$ cat src/rtl/sram_like_arbiter.sv
// Round-robin arbiter sharing one SRAM-like slave port among NUM_REQ masters.
// An in-order ID FIFO routes each slave response back to the master that issued it.
module sram_like_arbiter #(
  parameter int NUM_REQ     = 2,
  parameter int OUTSTANDING = 4
) (
  input  logic                               aclk,
  input  logic                               aresetn,
  input  logic [NUM_REQ-1:0]                 m_req,
  input  logic [NUM_REQ-1:0]                 m_wr,
  input  logic [2*NUM_REQ-1:0]               m_size,
  input  logic [4*NUM_REQ-1:0]               m_wstrb,
  input  logic [32*NUM_REQ-1:0]              m_addr,
  input  logic [32*NUM_REQ-1:0]              m_wdata,
  output logic [NUM_REQ-1:0]                 m_addr_ok,
  output logic [NUM_REQ-1:0]                 m_data_ok,
  output logic [31:0]                        m_rdata,
  output logic                               s_req,
  output logic                               s_wr,
  output logic [1:0]                         s_size,
  output logic [3:0]                         s_wstrb,
  output logic [31:0]                        s_addr,
  output logic [31:0]                        s_wdata,
  input  logic                               s_addr_ok,
  input  logic                               s_data_ok,
  input  logic [31:0]                        s_rdata,
  output logic [$clog2(OUTSTANDING+1)-1:0]   outstanding,
  output logic                               err_spurious
);

  localparam int IDW  = $clog2(NUM_REQ);
  localparam int PTRW = $clog2(OUTSTANDING);
  localparam int CNTW = $clog2(OUTSTANDING+1);

  typedef enum logic [0:0] {ARB = 1'b0, HOLD = 1'b1} state_t;

  state_t          state_r;
  logic [IDW-1:0]  grant_r;
  logic [IDW-1:0]  rr_r;
  logic [IDW-1:0]  fifo_r [OUTSTANDING];
  logic [PTRW-1:0] wr_ptr_r;
  logic [PTRW-1:0] rd_ptr_r;
  logic [CNTW-1:0] count_r;
  logic            err_r;

  logic [IDW-1:0]  pick_s;
  logic [IDW-1:0]  grant_s;
  logic [IDW-1:0]  head_s;
  logic [IDW-1:0]  rr_next_s;
  logic            fifo_full_s;
  logic            fifo_empty_s;
  logic            s_req_s;
  logic            push_s;
  logic            pop_s;

  // Round-robin pick: scan downward so the smallest offset from rr_r wins.
  always_comb begin
    pick_s = rr_r;
    for (int k = NUM_REQ - 1; k >= 0; k--) begin
      if (m_req[(int'(rr_r) + k) % NUM_REQ]) begin
        pick_s = IDW'((int'(rr_r) + k) % NUM_REQ);
      end else begin
        pick_s = pick_s;
      end
    end
  end

  // Grant source, handshakes and response routing.
  always_comb begin
    fifo_full_s  = (count_r == CNTW'(OUTSTANDING));
    fifo_empty_s = (count_r == {CNTW{1'b0}});
    if (!aresetn) begin
      s_req_s = 1'b0;
      grant_s = grant_r;
    end else if (state_r == HOLD) begin
      s_req_s = 1'b1;
      grant_s = grant_r;
    end else begin
      s_req_s = !fifo_full_s && (|m_req);
      grant_s = pick_s;
    end
    push_s    = s_req_s & s_addr_ok;
    pop_s     = aresetn & s_data_ok & !fifo_empty_s;
    head_s    = fifo_r[rd_ptr_r];
    rr_next_s = (grant_s == IDW'(NUM_REQ - 1)) ? {IDW{1'b0}} : grant_s + 1'b1;
    m_addr_ok = push_s ? ({{(NUM_REQ-1){1'b0}}, 1'b1} << grant_s) : {NUM_REQ{1'b0}};
    m_data_ok = pop_s  ? ({{(NUM_REQ-1){1'b0}}, 1'b1} << head_s)  : {NUM_REQ{1'b0}};
  end

  assign s_req        = s_req_s;
  assign s_wr         = m_wr[grant_s];
  assign s_size       = m_size[2*int'(grant_s) +: 2];
  assign s_wstrb      = m_wstrb[4*int'(grant_s) +: 4];
  assign s_addr       = m_addr[32*int'(grant_s) +: 32];
  assign s_wdata      = m_wdata[32*int'(grant_s) +: 32];
  assign m_rdata      = s_rdata;
  assign outstanding  = count_r;
  assign err_spurious = err_r;

  // Arbitration FSM, ID FIFO and sticky error flag.
  always_ff @(posedge aclk) begin
    if (!aresetn) begin
      state_r  <= ARB;
      grant_r  <= {IDW{1'b0}};
      rr_r     <= {IDW{1'b0}};
      wr_ptr_r <= {PTRW{1'b0}};
      rd_ptr_r <= {PTRW{1'b0}};
      count_r  <= {CNTW{1'b0}};
      err_r    <= 1'b0;
      for (int i = 0; i < OUTSTANDING; i++) fifo_r[i] <= {IDW{1'b0}};
    end else begin
      case (state_r)
        ARB: begin
          if (s_req_s && !s_addr_ok) begin
            state_r <= HOLD;
            grant_r <= pick_s;
          end else begin
            state_r <= ARB;
          end
        end
        HOLD:    state_r <= s_addr_ok ? ARB : HOLD;
        default: state_r <= ARB;
      endcase
      if (push_s) begin
        fifo_r[wr_ptr_r] <= grant_s;
        wr_ptr_r         <= wr_ptr_r + 1'b1;
        rr_r             <= rr_next_s;
      end
      if (pop_s) rd_ptr_r <= rd_ptr_r + 1'b1;
      if (push_s && !pop_s) begin
        count_r <= count_r + 1'b1;
      end else if (pop_s && !push_s) begin
        count_r <= count_r - 1'b1;
      end
      if (s_data_ok && fifo_empty_s) err_r <= 1'b1;
    end
  end

endmodule

$ cat config.mk
export PLATFORM = sky130hd
export DESIGN_NAME = sram_like_arbiter
export DESIGN_NICKNAME = d
export VERILOG_FILES = /design/src/rtl/sram_like_arbiter.sv
export SDC_FILE = /design/constraint.sdc
export NUM_CORES = 1
export LEC_CHECK = 0
export ABC_AREA = 1
export BUFFER_PORTS_ARGS = -buffer_cell sky130_fd_sc_hd__buf_2
export CORE_AREA = 2 2 115 117
export DETAILED_ROUTE_END_ITERATION = 6
export DIE_AREA = 0 0 117 119
export GPL_TIMING_DRIVEN = 0
export PLACE_DENSITY = 0.56
export SLEW_MARGIN = 20
export SYNTH_ARGS = -nofsm -noshare
export SYNTH_HDL_FRONTEND = slang
export SYNTH_SLANG_ARGS = --single-unit
$ cat constraint.sdc
create_clock -name aclk -period 2 [get_ports aclk]
set_input_delay 0.4 -clock aclk [delete_from_list [all_inputs] [get_ports aclk]]
set_output_delay 0.4 -clock aclk [all_outputs]
set_load 0.005 [all_outputs]
; ---- Word level (Yosys, flattened, before mapping)
; Memory sizes are Yosys's and may differ from the RTL's. A register that Yosys moved wholly into a read port is not among the register bits.
; Index checks and enable logic that the tools add are counted.
[totals]
register_bits = 11
mem_count = 1
inputBits = 180
wordCells = 74
output_inout_bits = 112
ram_bits = 4
[mem_list]
columns = memory, depth, word_bits, read_ports, rd_ports_with_merged_regs, write_ports, line_no
row1 = fifo_r, 4, 1, 1, 1, 4, 40  ; logic [IDW-1:0] fifo_r [OUTSTANDING];
[classes]
shift = 6
n_lt_le_gt_ge = 3
n_eq_ne = 1
muxes = 30
n_bitwise = 5
reduce_logical = 15
n_addsub = 6
[ops]
columns = cell, count
row1 = variable part select 64 x 7 -> 32 bit, 2
row2 = two-way mux 1 bit, 22
row3 = two-way mux 2 bit, 5
row4 = variable part select 8 x 4 -> 4 bit, 1
row5 = two-way mux 3 bit, 2
row6 = logical AND 1 bit, 5
row7 = logical NOT 1 bit, 5
row8 = adder 2 x 1 -> 2 bit (second input constant), 2
row9 = less-than comparator 1 x 2 -> 1 bit (second input constant), 2
row10 = variable part select 4 x 3 -> 2 bit, 1
row11 = << shifter 1 x 1 -> 2 bit (first input constant), 2
row12 = adder 3 x 1 -> 3 bit (second input constant), 1
row13 = AND 1 bit, 3
row14 = == test 3 bit (second input constant), 1
row15 = logical NOT 3 bit, 1
row16 = less-than comparator 2 x 3 -> 1 bit (second input constant), 1
row17 = subtractor 3 x 1 -> 3 bit (second input constant), 1
row18 = adder 1 bit (second input constant), 2
row19 = one-hot mux 1 bit (2 select lines), 1
row20 = AND reduction 2 bit, 1
row21 = nonzero test 2 bit, 1
row22 = OR reduction 2 bit, 1
row23 = AND 1 bit (first input constant), 1
row24 = inverter 1 bit, 1
row25 = OR reduction 1 bit, 1

; ---- Logic depth before layout (Yosys ltp)
; Gate-level depths: netlist of run 1.
[logic_depth]
ltp_word = 11
mapped_depth = 13
mapped_depth_nobuf = 13

; ---- Least setup slack after synthesis of run 1
; Ideal clock, no wire load.
[synth_path]
path_kind = register to register
startpoint = reg count_r[0], in the netlist outstanding[0]
endpoint = reg count_r[2], in the netlist outstanding[2]
setup_time_ns = 0.122
period_less_slack_ns = 2.031
path_stages_with_launch = 14
path_slack_ns = -0.031
path_buffers = 0
required_time_ns = 1.878
t_arrival_ns = 1.909
path_cell_list = dfxtp_1 > nor2_1 > nand2_1 > nand2_1 > nand2_1 > nand3_4 > inv_1 > ha_1 > inv_1 > fa_1 > a21oi_1 > o21ai_0 > o21ai_0 > a21oi_1
[synth_between]
elab_chain_cells = 9
word_cells_on_any_way = 18
cone_classes = 2 x add/sub / 1 x eq/ne / 4 x mux / 2 x bitwise / 9 x reduce/logical
[synth_rtl]
columns = element, line_no
row1 = start: declaration, 43  ; logic [CNTW-1:0] count_r;
row2 = start signal: assignment, 108  ; count_r <= {CNTW{1'b0}};
row3 = start signal: assignment, 131  ; count_r <= count_r + 1'b1;
row4 = start signal: assignment, 133  ; count_r <= count_r - 1'b1;
row5 = == test 3 bit (*), 70  ; fifo_full_s = (count_r == CNTW'(OUTSTANDING));
row6 = logical NOT 1 bit (*), 79  ; s_req_s = !fifo_full_s && (|m_req);
row7 = logical AND 1 bit (*), 79
row8 = two-way mux 1 bit (*), 75  ; end else if (state_r == HOLD) begin
row9 = two-way mux 1 bit (*), 72  ; if (!aresetn) begin
row10 = AND 1 bit (*), 82  ; push_s = s_req_s & s_addr_ok;
row11 = via push_s, 53  ; logic push_s;
row12 = logical NOT 1 bit, 132  ; end else if (pop_s && !push_s) begin
row13 = logical AND 1 bit, 132
row14 = nonzero test 2 bit (no line), --
; Mark *: on every way through the listed nets, which the timed path passes. The rest lies on a longest branch. The select of a mux whose other input is x is not followed.
; A chain may end at the register's enable or synchronous reset.

; ---- Worst setup path in the final report of run 1
[layout_path]
startpoint = reg rr_r
endpoint = out s_addr[17]
[layout_between]
elab_chain_cells = 9
word_cells_on_any_way = 11
cone_classes = 1 x add/sub / 1 x shift / 9 x mux
[layout_rtl]
columns = element, line_no
row1 = start: declaration, 39  ; logic [IDW-1:0] rr_r;
row2 = start signal: assignment, 105  ; rr_r <= {IDW{1'b0}};
row3 = start signal: assignment, 127  ; rr_r <= rr_next_s;
row4 = adder 1 bit, "60, 61"
row5 = two-way mux 1 bit (implied by the code) (3 in a row), 60  ; if (m_req[(int'(rr_r) + k) % NUM_REQ]) begin
row6 = two-way mux 1 bit, 60
row7 = two-way mux 1 bit (*), 60
row8 = two-way mux 1 bit (*), 75
row9 = two-way mux 1 bit (*), 72
row10 = variable part select 64 x 7 -> 32 bit (*), 94  ; assign s_addr = m_addr[32*int'(grant_s) +: 32];
row11 = end: declaration, 22  ; output logic [31:0] s_addr,
; Mark *: on every way between the ends. The rest lies on a longest branch, timed or not. The select of a mux whose other input is x is not followed.

==> parameters.txt, run 1 <==
Parameter                              Value

Yosys
  Share of the yosys chip area belonging to registers ... 17.2%
  Yosys warns ... 0
  Leading post-synthesis cells by instance count ... sky130_fd_sc_hd__nand2_1, sky130_fd_sc_hd__buf_4, sky130_fd_sc_hd__dfxtp_1, sky130_fd_sc_hd__inv_1, sky130_fd_sc_hd__nor2_1
  Flops & latches, synth ... 17
  Most common cell in the netlist ... sky130_fd_sc_hd__nand2_1
  Distinct cell type count after synthesis ... 26
  Primary FF master, synth ... sky130_fd_sc_hd__dfxtp_1
  Proportion of netlist area held by the largest area contributor ... 43.0%
  Total nets after synthesis ... roughly 560
  Cells taking the most area after synthesis ... sky130_fd_sc_hd__nand2_1, sky130_fd_sc_hd__dfxtp_1, sky130_fd_sc_hd__buf_4
  Synthesized area divided by synthesized cell count ... 5.42 µm²
  Area of the mapped netlist ... 0.00203 mm²
  Cells after Synth ... 375
  Post-synthesis async set-or-reset flop share ... 0%
  Count of flip-flops with a built-in enable after synthesis ... 1
  Most area-hungry cell type in the Yosys netlist ... sky130_fd_sc_hd__nand2_1

Setup path
  Data arrival time at the worst-slack endpoint ... ~1.7 ns
  R2R Path Start ... outstanding[0]$_SDFFE_PN0P_
  Crit Path Max Fanout ... 5
  FF-to-FF setup slack ... around 0.07 ns
  Start point of the critical path ... rr_r$_SDFFE_PN0P_
  CP Capture Type ... output port
  Nature of the critical path startpoint ... flip-flop
  Startpoint-to-endpoint class of the critical path ... flip-flop to output port
  R2r endpoint ... outstanding[2]$_SDFFE_PN0P_
  Cells on worst reg2reg path ... 13
  Data required time of the critical path ... 1.60 ns

Clocking
  Clock Tree Root ... sky130_fd_sc_hd__clkbuf_16
  Clock buffers created by TritonCTS ... 3
  Maximum level of the CTS H-tree ... 1
  Clock network latency to the later pin of the worst-skew pair ... 0.25 ns
  Clock tree from TritonCTS ... built
  Total number of clock tree sinks ... 17
  Clock slew seen by the registers of the worst setup and hold paths ... roughly 0.05 ns
  Longest Clk Path Bufs ... 2

Global routing
  Number of antenna violations at the first check in global routing ... 0
  Via count of the first global-routing pass ... 2684
  Gr ovfl total ... 0
  Global-route wire length before repair ... 13400 µm
  GRT Util Overall ... about an eighth
  Maximum number of pins on one net before global-route repair ... 11

Placement
  Cell count after placement ... 810
  Number of input and output port buffers inserted ... between 200 and 300
  Post-DP HPWL ... 8110 µm
  Worst setup slack before clock tree synthesis ... -0.213 ns
  RePlAce Congestion ... 0.800

STA
  Number of max-slew violations in the final report ... 0
  RSZ-0062 raised after global routing ... yes
  Setup total negative slack ... -0.911 ns
  Slew @ Worst Pin ... 0.442 ns
  Number of endpoints with negative hold slack in the final report ... 0
  Achievable Freq ... 488 MHz
  Final setup violation count ... 54
  Setup skew after layout ... 0.00336 ns
  Final WS setup ... -0.0479 ns
  Clock period minus worst slack ... 2.05 ns
  Worst slew slack as a fraction of its limit ... 70.6%
  Crit share post-route ... 102%
  Min Hold Slack ... 0.420 ns

Finish
  Signed area change from the synthesized netlist to the final layout ... 115%
  FILL cells ... around 1400
  Number of cells in the finished layout apart from fillers ... 830
  Ratio of cells with drive above 1 in the final layout ... 65.2%
  Fin nets ... 836

Min path
  Hold depth ... 2
  Hold Crit Class ... primary input to flip-flop
  Min-Delay Endpoint ... state_r$_SDFF_PN0_
  Hold_sp ... s_addr_ok

Detailed routing
  Number of remaining DRC errors ... 0
  Post-DR wirelength/cell ... 12.7 µm
  Via Count ... 3210
  DRC marker count from the first detailed-route iteration ... 91
  Detail Route Antenna Nets ... 0
  First-pass iteration count of the detailed router ... 4
  Post-DR vias/cell ... between 3 and 4
  Final Routed Wirelength ... approximately 11000 µm

Die
  Die area ... 0.0139 mm²
  Core Region ... ~0.013 mm²
  Number of rows in the core area ... 42
  Number of top-level design ports ... 292
  Horizontal die dimension ... 117 µm
  Chip Height ... 119 µm
  Effective utilization at floorplan ... 15.8%

Run status
  Violations in the final reports ... negative setup slack
  Outcome ... finished with violations

Power
  Peak ir drop on the vdd network ... 0.000380 V
  Leakage ... 2.58 nW
  PD cells ... 499 mW/mm²

Job
  Reported max-cap violation count ... 0
-- cell usage in the layout, fill, tap and decap left out, drive strengths merged --
cell and instances:
a21oi 11, a32o 1, and2 1, buf 312, clkbuf 16, clkinv 1, dfxtp 16, diode 1
edfxtp 1, fa 1, ha 1, inv 15, nand2 243, nand3 2, nand4 4, nor2 13
o21ai 9, o21bai 3, or2 2, xor2 1
-- cell families (layout without fill, tap and decap cells) --
| logic type | after synthesis | after routing | share of synthesized area (%) |
|---|---|---|---|
| simple gates | 265 | 265 | 52.0 |
| buf+inv | 66 | 344 | 22.2 |
| compound gates | 24 | 24 | 6.53 |
| flops | 17 | 17 | 17.2 |
| fa+ha+maj | 2 | 2 | 1.60 |
| xor+xnor | 1 | 1 | 0.431 |
| other cells | 0 | 1 | 0 |
-- power by group --
group | total [mW] | switching (mW) | internal (mW)
Sequential | 0.404 | 0.0277 | 0.376
Clock | 0.411 | 0.140 | 0.271
Combinational | 1.36 | 0.660 | 0.704
-- repair_timing --
| item | in CTS | in global routing |
|---|---|---|
| gates resized for setup | 27 | 120 |
| endpoints found under the setup margin | 73 | 73 |
| gates cloned | 0 | 9 |
| hold buffers | 0 | 0 |
| pin swaps | 0 | 61 |
| buffers inserted | 1 | 5 |
-- layer usage --
layer | part of all wire (%) | vias up | global-route usage (%) | routed length (µm)
met1 | 42 | 1409 | 15.4 | 4410
met2 | 49 | 122 | 20.9 | 5180
met4 | 1.8 | 0 | 3.24 | 184
li1 | - | 1667 | - | -
met3 | 7.0 | 12 | 1.83 | 738
met5 | 0 | - | 0 | 0
-- cell type report --
| class | count | area [µm²] | share of cell area (%) |
|---|---|---|---|
| well taps | 176 | 220 | 5.04 |
| flip-flops and latches | 17 | 359 | 8.22 |
| clock buffers | 4 | 78.8 | 1.80 |
| repair buffers | 274 | 1600 | 36.7 |
| diodes | 1 | 2.50 | 0.0573 |
| plain buffers | 50 | 468 | 10.7 |
| multi-input cells | 292 | 1560 | 35.8 |
| inverters | 16 | 72.6 | 1.66 |
-- worst max-delay path: stages (launching register included) --
cell	delay (ns)
sky130_fd_sc_hd__dfxtp_2	0.32
sky130_fd_sc_hd__or2_1	0.21
sky130_fd_sc_hd__nand2_2	0.10
sky130_fd_sc_hd__nand3_4	0.09
sky130_fd_sc_hd__nand2_8	0.13
sky130_fd_sc_hd__clkbuf_16	0.18
sky130_fd_sc_hd__clkbuf_16	0.16
sky130_fd_sc_hd__nand2_2	0.04
sky130_fd_sc_hd__nand2_1	0.05
sky130_fd_sc_hd__buf_2	0.13
-- how the worst max path moves through the flow --
stage,end,slack [ns]
2_1_floorplan,outstanding[2]$_SDFFE_PN0P_,0.03
3_3_place_gp,outstanding[1]$_SDFFE_PN0P_,-0.20
3_5_place_dp,outstanding[1]$_SDFFE_PN0P_,-0.21
4_1_cts,s_addr[3],-0.06
5_1_grt,s_wdata[4],-0.13
6_report,s_addr[17],-0.05
-- per-stage QoR --
stage	utilization (%)	total power [mW]	cell area, µm²
3_5_place_dp	27.6	1.42	3550
6_report	33.9	2.18	4370
2_1_floorplan	-	0.907	2030
4_1_cts	28.8	1.88	3710
3_3_place_gp	27.6	1.42	3550
5_1_grt	33.9	2.34	4370
(Power assumes the default switching activity.)
==> inputs of run 2 (changes only) <==
--- a/config.mk
+++ b/config.mk
@@ -5,13 +5,13 @@
 export SDC_FILE = /design/constraint.sdc
 export NUM_CORES = 1
 export LEC_CHECK = 0
-export ABC_AREA = 1
 export BUFFER_PORTS_ARGS = -buffer_cell sky130_fd_sc_hd__buf_2
 export CORE_AREA = 2 2 115 117
 export DETAILED_ROUTE_END_ITERATION = 6
 export DIE_AREA = 0 0 117 119
 export GPL_TIMING_DRIVEN = 0
 export PLACE_DENSITY = 0.56
+export REMOVE_ABC_BUFFERS = 1
 export SLEW_MARGIN = 20
 export SYNTH_ARGS = -nofsm -noshare
 export SYNTH_HDL_FRONTEND = slang
==> parameters.txt, run 2 <==
Parameter                              Value

Clocking
  Longest Clk Path Bufs ... 2
  Clock buffers created by TritonCTS ... 3
  Clock tree from TritonCTS ... built
  Maximum level of the CTS H-tree ... 1
  Clock network latency to the later pin of the worst-skew pair ... 0.25 ns
  Clock Tree Root ... sky130_fd_sc_hd__clkbuf_16
  Total number of clock tree sinks ... 17
  Clock slew seen by the registers of the worst setup and hold paths ... ~0.050 ns

Run status
  Outcome ... finished with violations
  Violations in the final reports ... negative setup slack

Die
  Effective utilization at floorplan ... ~16%
  Horizontal die dimension ... 117 µm
  Number of top-level design ports ... 292
  Number of rows in the core area ... 42
  Die area ... 0.0139 mm²
  Core Region ... 0.0129 mm²
  Chip Height ... about 120 µm

Detailed routing
  Post-DR wirelength/cell ... 18.9 µm
  DRC marker count from the first detailed-route iteration ... 74
  Post-DR vias/cell ... ~4
  Detail Route Antenna Nets ... 0
  Met3 wirelength from detailed routing ... 1060 µm
  Final Routed Wirelength ... 11200 µm
  Met2 WL ... 5130 µm
  Highest routed layer ... met5
  Routed met1 length ... 4880 µm
  Via Count ... 2431
  First-pass iteration count of the detailed router ... 4
  Number of remaining DRC errors ... 0

Finish
  Signed area change from the synthesized netlist to the final layout ... 95.3%
  Fin nets ... 600
  Finished Cell Area ... 0.00398 mm²
  Diodes inserted ... 0
  Core Util, Final ... a little under a third
  FILL cells ... 1332
  Number of cells in the finished layout apart from fillers ... 593
  Most common cell after layout, fill and taps aside ... sky130_fd_sc_hd__buf_2
  Ratio of cells with drive above 1 in the final layout ... 84.7%
  Commonest cells after routing, fill and taps aside ... sky130_fd_sc_hd__buf_2, sky130_fd_sc_hd__buf_6, sky130_fd_sc_hd__mux2_4

STA
  Final setup violation count ... 74
  Slew @ Worst Pin ... 0.748 ns
  Number of endpoints with negative hold slack in the final report ... 0
  Crit share post-route ... 114%
  Setup total negative slack ... -16.97 ns
  Min Hold Slack ... approximately 0.42 ns
  RSZ-0062 raised after global routing ... yes
  Number of max-slew violations in the final report ... 0
  Setup skew after layout ... 0.00137 ns
  Clock period minus worst slack ... between 2 and 2.5 ns
  Final WS setup ... -0.279 ns
  Achievable Freq ... 439 MHz
  Worst slew slack as a fraction of its limit ... about half

Setup path
  Nature of the critical path startpoint ... flip-flop
  Data arrival time at the worst-slack endpoint ... 1.88 ns
  Worst path top cell family by delay ... adder cells
  Crit Path Max Fanout ... 5
  CP Capture Type ... output port
  FF-to-FF setup slack ... -0.21 ns
  CP bufs+invs ... 3
  Cell at the slowest stage of the critical path ... sky130_fd_sc_hd__maj3_2
  Data required time of the critical path ... 1.60 ns
  Largest stage delay on the critical path ... 0.35 ns
  Sequence of cells on the critical path ... inv_2 -> maj3_2 -> o21a_4 -> buf_16 -> mux2_4 -> buf_6
  Startpoint-to-endpoint class of the critical path ... flip-flop to output port

Power
  Power after layout ... 2.50 mW
  Leakage ... just over 2 nW
  PD cells ... 629 mW/mm²
  Peak ir drop on the vdd network ... 0.000298 V

Placement
  RePlAce Congestion ... 0.796
  Number of input and output port buffers inserted ... 227
  Worst setup slack before clock tree synthesis ... -0.807 ns
  Post-DP HPWL ... 8190 µm
  Placed cell areas ... 0.00312 mm²
  Cell count after placement ... 563

Yosys
  Cells after Synth ... 200
  Area of the mapped netlist ... between 0.002 and 0.0025 mm²
  Proportion of netlist area held by the largest area contributor ... 25.8%
  Leading post-synthesis cells by instance count ... sky130_fd_sc_hd__mux2_2, sky130_fd_sc_hd__mux2_4, sky130_fd_sc_hd__buf_4, sky130_fd_sc_hd__nor2_1, sky130_fd_sc_hd__dfxtp_1
  Cells taking the most area after synthesis ... sky130_fd_sc_hd__mux2_4, sky130_fd_sc_hd__mux2_2, sky130_fd_sc_hd__dfxtp_1
  Flops & latches, synth ... 17
  Distinct cell type count after synthesis ... 35
  Synthesized area divided by synthesized cell count ... 10.2 µm²
  Yosys warns ... 0
  Most common cell in the netlist ... sky130_fd_sc_hd__mux2_2
  Primary FF master, synth ... sky130_fd_sc_hd__dfxtp_1
  Count of flip-flops with a built-in enable after synthesis ... 1
  Share of the yosys chip area belonging to registers ... 17.2%
  Post-synthesis async set-or-reset flop share ... 0%
  Most area-hungry cell type in the Yosys netlist ... sky130_fd_sc_hd__mux2_4

Global routing
  Gr ovfl total ... 0
  Number of antenna violations at the first check in global routing ... 0
  GRT Util Overall ... about 14%
  Via count of the first global-routing pass ... about 2400
  Maximum number of pins on one net before global-route repair ... 20
  Global-route wire length before repair ... 14000 µm

Min path
  Hold Crit Class ... primary input to flip-flop

Job
  Reported max-cap violation count ... 0
## run 2: worst register-to-register path: stages (launching register included)
cell and delay [ns]:
sky130_fd_sc_hd__dfxtp_4 0.37, sky130_fd_sc_hd__nor4b_4 0.15, sky130_fd_sc_hd__nor3b_2 0.24, sky130_fd_sc_hd__nand2_2 0.14, sky130_fd_sc_hd__inv_2 0.09, sky130_fd_sc_hd__ha_4 0.13, sky130_fd_sc_hd__inv_2 0.04, sky130_fd_sc_hd__fa_2 0.37
sky130_fd_sc_hd__xor2_1 0.16, sky130_fd_sc_hd__or3_1 0.34, sky130_fd_sc_hd__a21oi_2 0.12
## run 2: routing by layer
metal / global-route usage [%] / vias up
met2: 20.3 / 165
met5: 4.71 / -
met4: 1.54 / 2
li1: - / 1126
met3: 5.60 / 10
met1: 18.7 / 1128
## run 2: cell families (layout without fill, tap and decap cells)
group           after synthesis  in the layout  synth area share (%)
buf+inv                      47            259                  16.6
mux                          73             73                  47.2
simple gates                 39             39                  9.69
xor+xnor                      5              5                  2.15
flops                        17             17                  17.2
compound gates               16             21                  5.03
fa+ha+maj                     3              3                  2.15
## run 2: timing repair
action	CTS	global route
buffers inserted	6	7
endpoints found under the setup margin	76	75
resized for setup	41	51
cloned	4	9
pin swaps	5	12
hold buffers	0	0
## run 2: final cells by class
cell class	instances	area, µm²	share of cell area, %
Timing Repair Buffer	249	1790	44.8
Tap cell	176	220	5.53
Clock inverter	1	5.00	0.126
Inverter	6	22.5	0.565
Sequential cell	17	367	9.20
Multi-Input combinational cell	141	1510	37.9
Clock buffer	3	75.1	1.88
## run 2: path summary, 6_finish.rpt
check	endpoint	startpoint	cells past startpoint
setup / recovery	s_wdata[27]	rr_r$_SDFFE_PN0P_	6
hold / removal	state_r$_SDFF_PN0_	s_addr_ok	2
setup reg to reg	outstanding[2]$_SDFFE_PN0P_	outstanding[2]$_SDFFE_PN0P_	10
hold reg to reg	err_spurious$_SDFFE_PN0P_	err_spurious$_SDFFE_PN0P_	2
## run 2: where the power goes
| group | internal (mW) | leakage (nW) | switching [mW] |
|---|---|---|---|
| sequential | 0.410 | 0.144 | 0.0705 |
| clock | 0.268 | 0.0409 | 0.136 |
| combinational | 0.988 | 1.86 | 0.631 |
